File: src/rtl/pc_pkg.sv
// Shared types and constants for the IF-stage next-PC generator and its BTB.
package pc_pkg;

   localparam logic [1:0] CTR_RESET = 2'b01;
   localparam logic [1:0] CTR_ALLOC = 2'b10;

   typedef enum logic [2:0] {
      NPC_REDIRECT,
      NPC_JUMP,
      NPC_JR,
      NPC_PRED,
      NPC_SEQ
   } npc_sel_e;

   // Entry layout for the default 32-bit PC / 16-entry build; btb_dm mirrors it at its own widths
   localparam int DEF_PC_W  = 32;
   localparam int DEF_IDX_W = 4;

   typedef struct packed {
      logic                            valid;
      logic [DEF_PC_W-DEF_IDX_W-3:0]   tag;
      logic [DEF_PC_W-1:0]             target;
      logic [1:0]                      ctr;
   } btb_entry_t;

   function automatic logic [1:0] ctr_next(input logic [1:0] c, input logic taken);
      if (taken) return (c == 2'b11) ? c : c + 2'b01;
      else       return (c == 2'b00) ? c : c - 2'b01;
   endfunction

endpackage

File: src/rtl/btb_dm.sv
// Direct-mapped branch target buffer: one combinational lookup port, one clocked training port.
module btb_dm
   import pc_pkg::*;
#(
   parameter int PC_W        = 32,
   parameter int BTB_ENTRIES = 16
) (
   input  logic              i_clk,
   input  logic              i_rst_n,
   input  logic [PC_W-1:2]   i_rd_pc,
   output logic              o_rd_taken,
   output logic [PC_W-1:0]   o_rd_target,
   input  logic              i_wr_en,
   input  logic [PC_W-1:2]   i_wr_pc,
   input  logic              i_wr_taken,
   input  logic [PC_W-1:0]   i_wr_target
);

   localparam int IDX_W = $clog2(BTB_ENTRIES);
   localparam int TAG_W = PC_W - IDX_W - 2;

   typedef struct packed {
      logic              valid;
      logic [TAG_W-1:0]  tag;
      logic [PC_W-1:0]   target;
      logic [1:0]        ctr;
   } entry_t;

   entry_t r_btb [BTB_ENTRIES];

   logic [IDX_W-1:0] w_rd_idx, w_wr_idx;
   logic [TAG_W-1:0] w_rd_tag, w_wr_tag;
   entry_t           w_rd_e, w_wr_e;
   logic             w_rd_hit, w_wr_hit;

   assign w_rd_idx = i_rd_pc[IDX_W+1:2];
   assign w_rd_tag = i_rd_pc[PC_W-1:IDX_W+2];
   assign w_wr_idx = i_wr_pc[IDX_W+1:2];
   assign w_wr_tag = i_wr_pc[PC_W-1:IDX_W+2];

   assign w_rd_e   = r_btb[w_rd_idx];
   assign w_wr_e   = r_btb[w_wr_idx];
   assign w_rd_hit = w_rd_e.valid && (w_rd_e.tag == w_rd_tag);
   assign w_wr_hit = w_wr_e.valid && (w_wr_e.tag == w_wr_tag);

   // Lookup reads the flops directly, so a same-cycle update is only seen next cycle
   assign o_rd_taken  = w_rd_hit && w_rd_e.ctr[1];
   assign o_rd_target = w_rd_e.target;

   always_ff @(posedge i_clk or negedge i_rst_n) begin
      if (!i_rst_n) begin
         for (int i = 0; i < BTB_ENTRIES; i++)
            r_btb[i] <= entry_t'{valid: 1'b0, tag: '0, target: '0, ctr: CTR_RESET};
      end else if (i_wr_en) begin
         if (w_wr_hit) begin
            r_btb[w_wr_idx].ctr <= ctr_next(w_wr_e.ctr, i_wr_taken);
            if (i_wr_taken) r_btb[w_wr_idx].target <= i_wr_target;
         end else if (i_wr_taken) begin
            r_btb[w_wr_idx] <= entry_t'{valid: 1'b1, tag: w_wr_tag,
                                        target: i_wr_target, ctr: CTR_ALLOC};
         end
      end
   end

endmodule

File: src/rtl/pc_predict_if.sv
// IF-stage next-PC generator: PC register, redirect/jump/predict priority mux, optional BTB.
module pc_predict_if
   import pc_pkg::*;
#(
   parameter int              PC_W        = 32,
   parameter int              BTB_ENTRIES = 16,
   parameter logic [PC_W-1:0] RESET_PC    = '0,
   parameter bit              BTB_EN      = 1'b1
) (
   input  logic             i_clk,
   input  logic             i_rst_n,
   input  logic             i_pc_enable,
   input  logic             i_jump,
   input  logic [25:0]      i_jea,
   input  logic             i_jump_register,
   input  logic [PC_W-1:0]  i_rs_data,
   input  logic             i_ex_mispredict,
   input  logic [PC_W-1:0]  i_ex_correct_pc,
   input  logic             i_ex_update,
   input  logic [PC_W-1:0]  i_ex_pc,
   input  logic             i_ex_taken,
   input  logic [PC_W-1:0]  i_ex_target,
   output logic [PC_W-1:0]  o_pc,
   output logic             o_pred_taken
);

   logic [PC_W-1:0] r_pc;
   logic [PC_W-1:0] w_pc4, w_npc, w_pred_target;
   logic            w_pred_taken;
   npc_sel_e        w_sel;

   assign w_pc4 = r_pc + PC_W'(4);

   generate
      if (BTB_EN) begin : g_btb
         logic w_unused;
         assign w_unused = ^i_ex_pc[1:0];

         btb_dm #(
            .PC_W        (PC_W),
            .BTB_ENTRIES (BTB_ENTRIES)
         ) u_btb (
            .i_clk       (i_clk),
            .i_rst_n     (i_rst_n),
            .i_rd_pc     (r_pc[PC_W-1:2]),
            .o_rd_taken  (w_pred_taken),
            .o_rd_target (w_pred_target),
            .i_wr_en     (i_ex_update),
            .i_wr_pc     (i_ex_pc[PC_W-1:2]),
            .i_wr_taken  (i_ex_taken),
            .i_wr_target (i_ex_target)
         );
      end else begin : g_no_btb
         logic w_unused;
         assign w_unused      = ^{i_ex_update, i_ex_pc, i_ex_taken, i_ex_target};
         assign w_pred_taken  = 1'b0;
         assign w_pred_target = '0;
      end
   endgenerate

   // A mispredict redirect wins over everything, including a stall
   always_comb begin
      w_sel = NPC_SEQ;
      if (i_ex_mispredict)      w_sel = NPC_REDIRECT;
      else if (i_jump)          w_sel = NPC_JUMP;
      else if (i_jump_register) w_sel = NPC_JR;
      else if (w_pred_taken)    w_sel = NPC_PRED;
   end

   always_comb begin
      w_npc = w_pc4;
      unique case (w_sel)
         NPC_REDIRECT: w_npc = i_ex_correct_pc;
         NPC_JUMP:     w_npc = {w_pc4[PC_W-1:28], i_jea, 2'b00};
         NPC_JR:       w_npc = i_rs_data;
         NPC_PRED:     w_npc = w_pred_target;
         default:      w_npc = w_pc4;
      endcase
   end

   always_ff @(posedge i_clk or negedge i_rst_n) begin
      if (!i_rst_n)                          r_pc <= RESET_PC;
      else if (i_ex_mispredict || i_pc_enable) r_pc <= w_npc;
   end

   assign o_pc         = r_pc;
   assign o_pred_taken = w_pred_taken;

endmodule

File: config.mk
export PLATFORM = sky130hd
export DESIGN_NAME = pc_predict_if
export DESIGN_NICKNAME = d
export VERILOG_FILES = /design/src/rtl/pc_pkg.sv /design/src/rtl/btb_dm.sv /design/src/rtl/pc_predict_if.sv
export SDC_FILE = /design/constraint.sdc
export NUM_CORES = 2
export LEC_CHECK = 0
export ABC_CLOCK_PERIOD_IN_PS = 3680
export BUFFER_PORTS_ARGS = -buffer_cell sky130_fd_sc_hd__buf_4
export CAP_MARGIN = 0
export CORE_ASPECT_RATIO = 2
export CORE_MARGIN = 10
export CORE_UTILIZATION = 40
export DETAILED_ROUTE_END_ITERATION = 6
export GPL_ROUTABILITY_DRIVEN = 0
export HOLD_SLACK_MARGIN = 0.15
export SETUP_SLACK_MARGIN = 0.4
export SKIP_CTS_REPAIR_TIMING = 1
export SYNTH_ARGS = -nofsm -noshare
export SYNTH_HDL_FRONTEND = slang
export SYNTH_SLANG_ARGS = --single-unit
File: constraint.sdc
create_clock -name i_clk -period 3.68 [get_ports i_clk]
set_input_delay 0.184 -clock i_clk [delete_from_list [all_inputs] [get_ports i_clk]]
set_output_delay 0.184 -clock i_clk [all_outputs]
set_load 0.005 [all_outputs]
==> results.md <==
- The run finished, with violations left.
- The checks that failed: setup timing.
- The tree is rooted in a sky130_fd_sc_hd__clkbuf_16.
- In this run the number of H-tree levels came out at 3.
- The post-route clock period utilization is 115%.
- The routed design has ~170 mm of wire.
- The busiest metal layer after global routing is met2.
- The remaining antenna violation count after routing is 0.
- Cell internal power was estimated by the tool at 24.5 mW.
- After synthesis the cells add up to just over 50000 um2.
- In this run, the combinational gates consume between 20% and 30% of the power.
- The die span in x is between 200 and 300 um.
- After detailed placement, the total cell area comes to between 50000 and 60000 um2.
- The synthesized netlist contains 78 unique library cells.
- For this run, the slowest stage of the critical path takes roughly 610 ps.
- The global route total overflow is 0.
- In this run the worst path has a maximum fanout of 8.
- Counting flops and latches in the post-synthesis netlist gives 1008.
- The synthesized area per cell is around 15 um2.
- The analysis attributes to cell leakage a power of 27.3 nW.
- The number of global-route vias before repair was between 30000 and 40000.
- The clock insertion delay at the later pin of the skew report is between 700 and 800 ps.
- The number of setup violations in the final report is 33.
- The longest clock path from root to sink contains 3 buffers.
- Across the run, the number of max-cap violations was 0.
- The clock network burns 30.1% of the power.
- The total clock sinks is 1008.
- For this run, the number of Yosys warnings is 0.
- The initial core utilization is approximately two fifths.
- The CTS tree is done.
- The global-route track usage on met1 is 27.8%.
- Port buffering added 192 buffers.
- Once layout is done, the placed cells without fillers occupy around 64000 um2.
- The routed design could run at a clock period as short as ~4200 ps.
- The worst relative slew slack is 39.2%.
- The final-report hold violation count is 0.
- In the routed layout, each cell is associated on average with a via count of 6.02.
- The endpoint required time on the critical path is ~4300 ps.
- The net count of the finished layout is between 4000 and 5000.
- The number of nets produced by synthesis is 3560.
- The measured slew at the worst slew-check pin is approximately 900 ps.
- On the final layout, the worst hold slack is ~110 ps.
- The share of total power dissipated in sequential elements is roughly 42%.
- The net switching power is between 10 and 15 mW.
- The first routing iteration left 2197 violations.
- The most used flip-flop cell after synthesis is sky130_fd_sc_hd__dfrtp_1.
- The net switching share of the total power is roughly 29%.
- The core region is ~130000 um2.
- The total number of vias is about 34000.
- Data on the critical path arrives at its endpoint at slightly below 5000 ps.
- Measured along the y axis, the die boundary spans roughly 530 um.
- The first global-routing pass estimated about 250 mm of wire.
- The wire-length estimate of the detail-placed layout is ~120 mm.
- The first-pass detailed-route iteration total is 6.
- The post-detailed-route wirelength per cell is roughly 31 um.
- Setup slack on the critical path of the routed design comes to -567 ps.
- For this design the ratio of total power to cell area is between 500 and 600 nW/um2.
- Across every metal layer, demand over resource in global routing totals around a quarter.
- In the synthesized netlist the async set-or-reset flop fraction comes to 100%.
- Clock skew on the completed layout was measured at 28.4 ps.
- Static timing analysis puts the maximum clock frequency at between 0.2 and 0.25 GHz.
- The endpoint class of the critical path is a flip-flop.
- The synthesis-to-layout area growth is 24.8%.
- The die covers 143000 um2.
- STA classifies the critical path startpoint as a flip-flop.
- The residual DRC count is 0.
- between 150 and 200 I/O pins were placed.
- Leaving out fill and tap cells, the most frequent cell in the layout is sky130_fd_sc_hd__dfrtp_1.
- Total power for the finished layout comes to roughly 35 mW.
- The number of fill cells is 10713.
- The slowest library cell on the worst path is sky130_fd_sc_hd__mux4_2.
- Synthesis produced roughly 3400 cells.
- The total number of placement rows is around 190.
- The CTS buffer count is 95.
- The share of the yosys chip area belonging to registers is between 40% and 50%.
- The initial antenna violation count is 13.
- The min-delay analysis places its worst path in the category in2reg.
- The clock edge transition at the registers on the reported setup and hold paths is approximately 70 ps.
- The final-report max-slew violation count was 0.
- The number of flops mapped to enable cells by yosys is 0.
- The largest net degree at the start of global routing is 98.
- The fraction of layout cells with a size suffix above 1 is between 50 and 60%.
- In the global route stage, met3 resource usage came out at 3.98%.
- The top cell types in the final layout, fill and taps aside, are sky130_fd_sc_hd__dfrtp_1, sky130_fd_sc_hd__mux2_2, sky130_fd_sc_hd__buf_4.
- The share of the core filled with cells is 50.2%.
- The accumulated negative setup slack is -14850 ps.
- In the global route stage, met2 resource usage came out at around two fifths.
- The critical path goes through buf_12 -> buf_12 -> mux4_2 -> mux4_2 -> xor2_4 -> o21bai_4 -> buf_6 -> or4_4 -> o31ai_4 -> buf_4 -> nor3_1 -> buf_4 -> a221oi_1.
- The critical path class is reg2reg.
- Setup repair after global routing could not meet its margin everywhere.
- IR analysis of the VDD net gives a maximum drop of approximately 0.00036 V.
-- area by class of cell --
class	count	area (um2)	share of cell area [%]
Antenna cell	8	20.0	0.0314
Clock buffer	142	2770	4.34
Clock inverter	32	458	0.718
Inverter	26	111	0.175
Multi-Input combinational cell	2058	25500	39.9
Sequential cell	1008	25300	39.6
Tap cell	1683	2110	3.30
Timing Repair Buffer	743	7580	11.9
-- layer usage --
layer	wire [um]	vias to the layer above	part of all wire (%)
met4	12500	6	7.1
met2	87500	1184	50
met5	34	-	0.019
met3	9150	449	5.2
met1	65800	18564	38
li1	-	14086	-
-- critical path, delay by kind of cell (launching register included) --
kind                   cells  cell delay, ps
AO/OA/AOI/OAI              3             870
multiplexers               2            1100
buffers and inverters      5             780
XOR/XNOR                   1             210
flip-flops                 1             490
AND/OR/NAND/NOR            2             650
-- sequential cells by signal, indices dropped and copies added, names as in the netlist --
register / flops
g_btb.u_btb.r_btb: 976
o_pc: 32
-- per-stage QoR --
stage          cells  worst slack, ps
2_1_floorplan   3397              181
3_3_place_gp    5344             -334
3_5_place_dp    5344             -368
4_1_cts         5518            -1070
5_1_grt         5699             -623
6_report        5700             -567
-- power by group through the flow --
stage,Clock (mW),Sequential [mW],Combinational [mW]
finish,10.4,14.6,9.62
detailed placement,0,14.8,9.03
global placement,0,14.7,8.90
floorplan,0,14.2,5.83
CTS,10.6,14.6,9.06
global route,11.1,14.9,10.1
-- cell families after synthesis --
kind of cell	share of synthesized area, %
mux	39.4
simple gates	3.41
compound gates	3.99
fa+ha+maj	0.0441
buf+inv	2.90
xor+xnor	0.806
flops	49.4
-- worst paths after layout --
kind,startpoint,to,slack [ps],depth (start not counted)
worst min register to register,g_btb.u_btb.r_btb[0]$_DFFE_PN1P_,g_btb.u_btb.r_btb[0]$_DFFE_PN1P_,480,2
worst max-delay path,o_pc[2]$_DFFE_PN0P_,o_pc[24]$_DFFE_PN0P_,-570,13
worst max register to register,o_pc[2]$_DFFE_PN0P_,o_pc[24]$_DFFE_PN0P_,-570,13
min in group asynchronous,i_rst_n,g_btb.u_btb.r_btb[880]$_DFFE_PN0P_,130,2
worst min-delay path,i_ex_correct_pc[15],o_pc[15]$_DFFE_PN0P_,110,3
max in group asynchronous,i_rst_n,g_btb.u_btb.r_btb[926]$_DFFE_PN0P_,2340,4
-- synth_stat cells (all sizes together), types with 6 or more instances --
library cell	count	area, um2
buf	119	684
a221oi	32	293
or2	20	125
o22ai	11	68.8
a31oi	6	37.5
inv	25	93.8
and3	16	100
nor2b	12	75.1
clkbuf	186	698
a21oi	39	195
nand4	22	138
nor4	6	43.8
nor2	74	295
mux2	932	10500
dfstp	16	420
a22o	8	70.1
dfrtp	992	24800
mux4	404	9100
nand2b	8	50.1
o22a	17	149
o21ai	66	330
or4	10	78.8
nor3	25	179
or3	10	62.6
a21o	7	52.6
mux2i	56	561
xnor2	42	368
o31ai	7	66.3
a22oi	39	293
nand3	28	140
nand2	79	297
and2	10	62.6
Power figures use the tool's default switching activity.
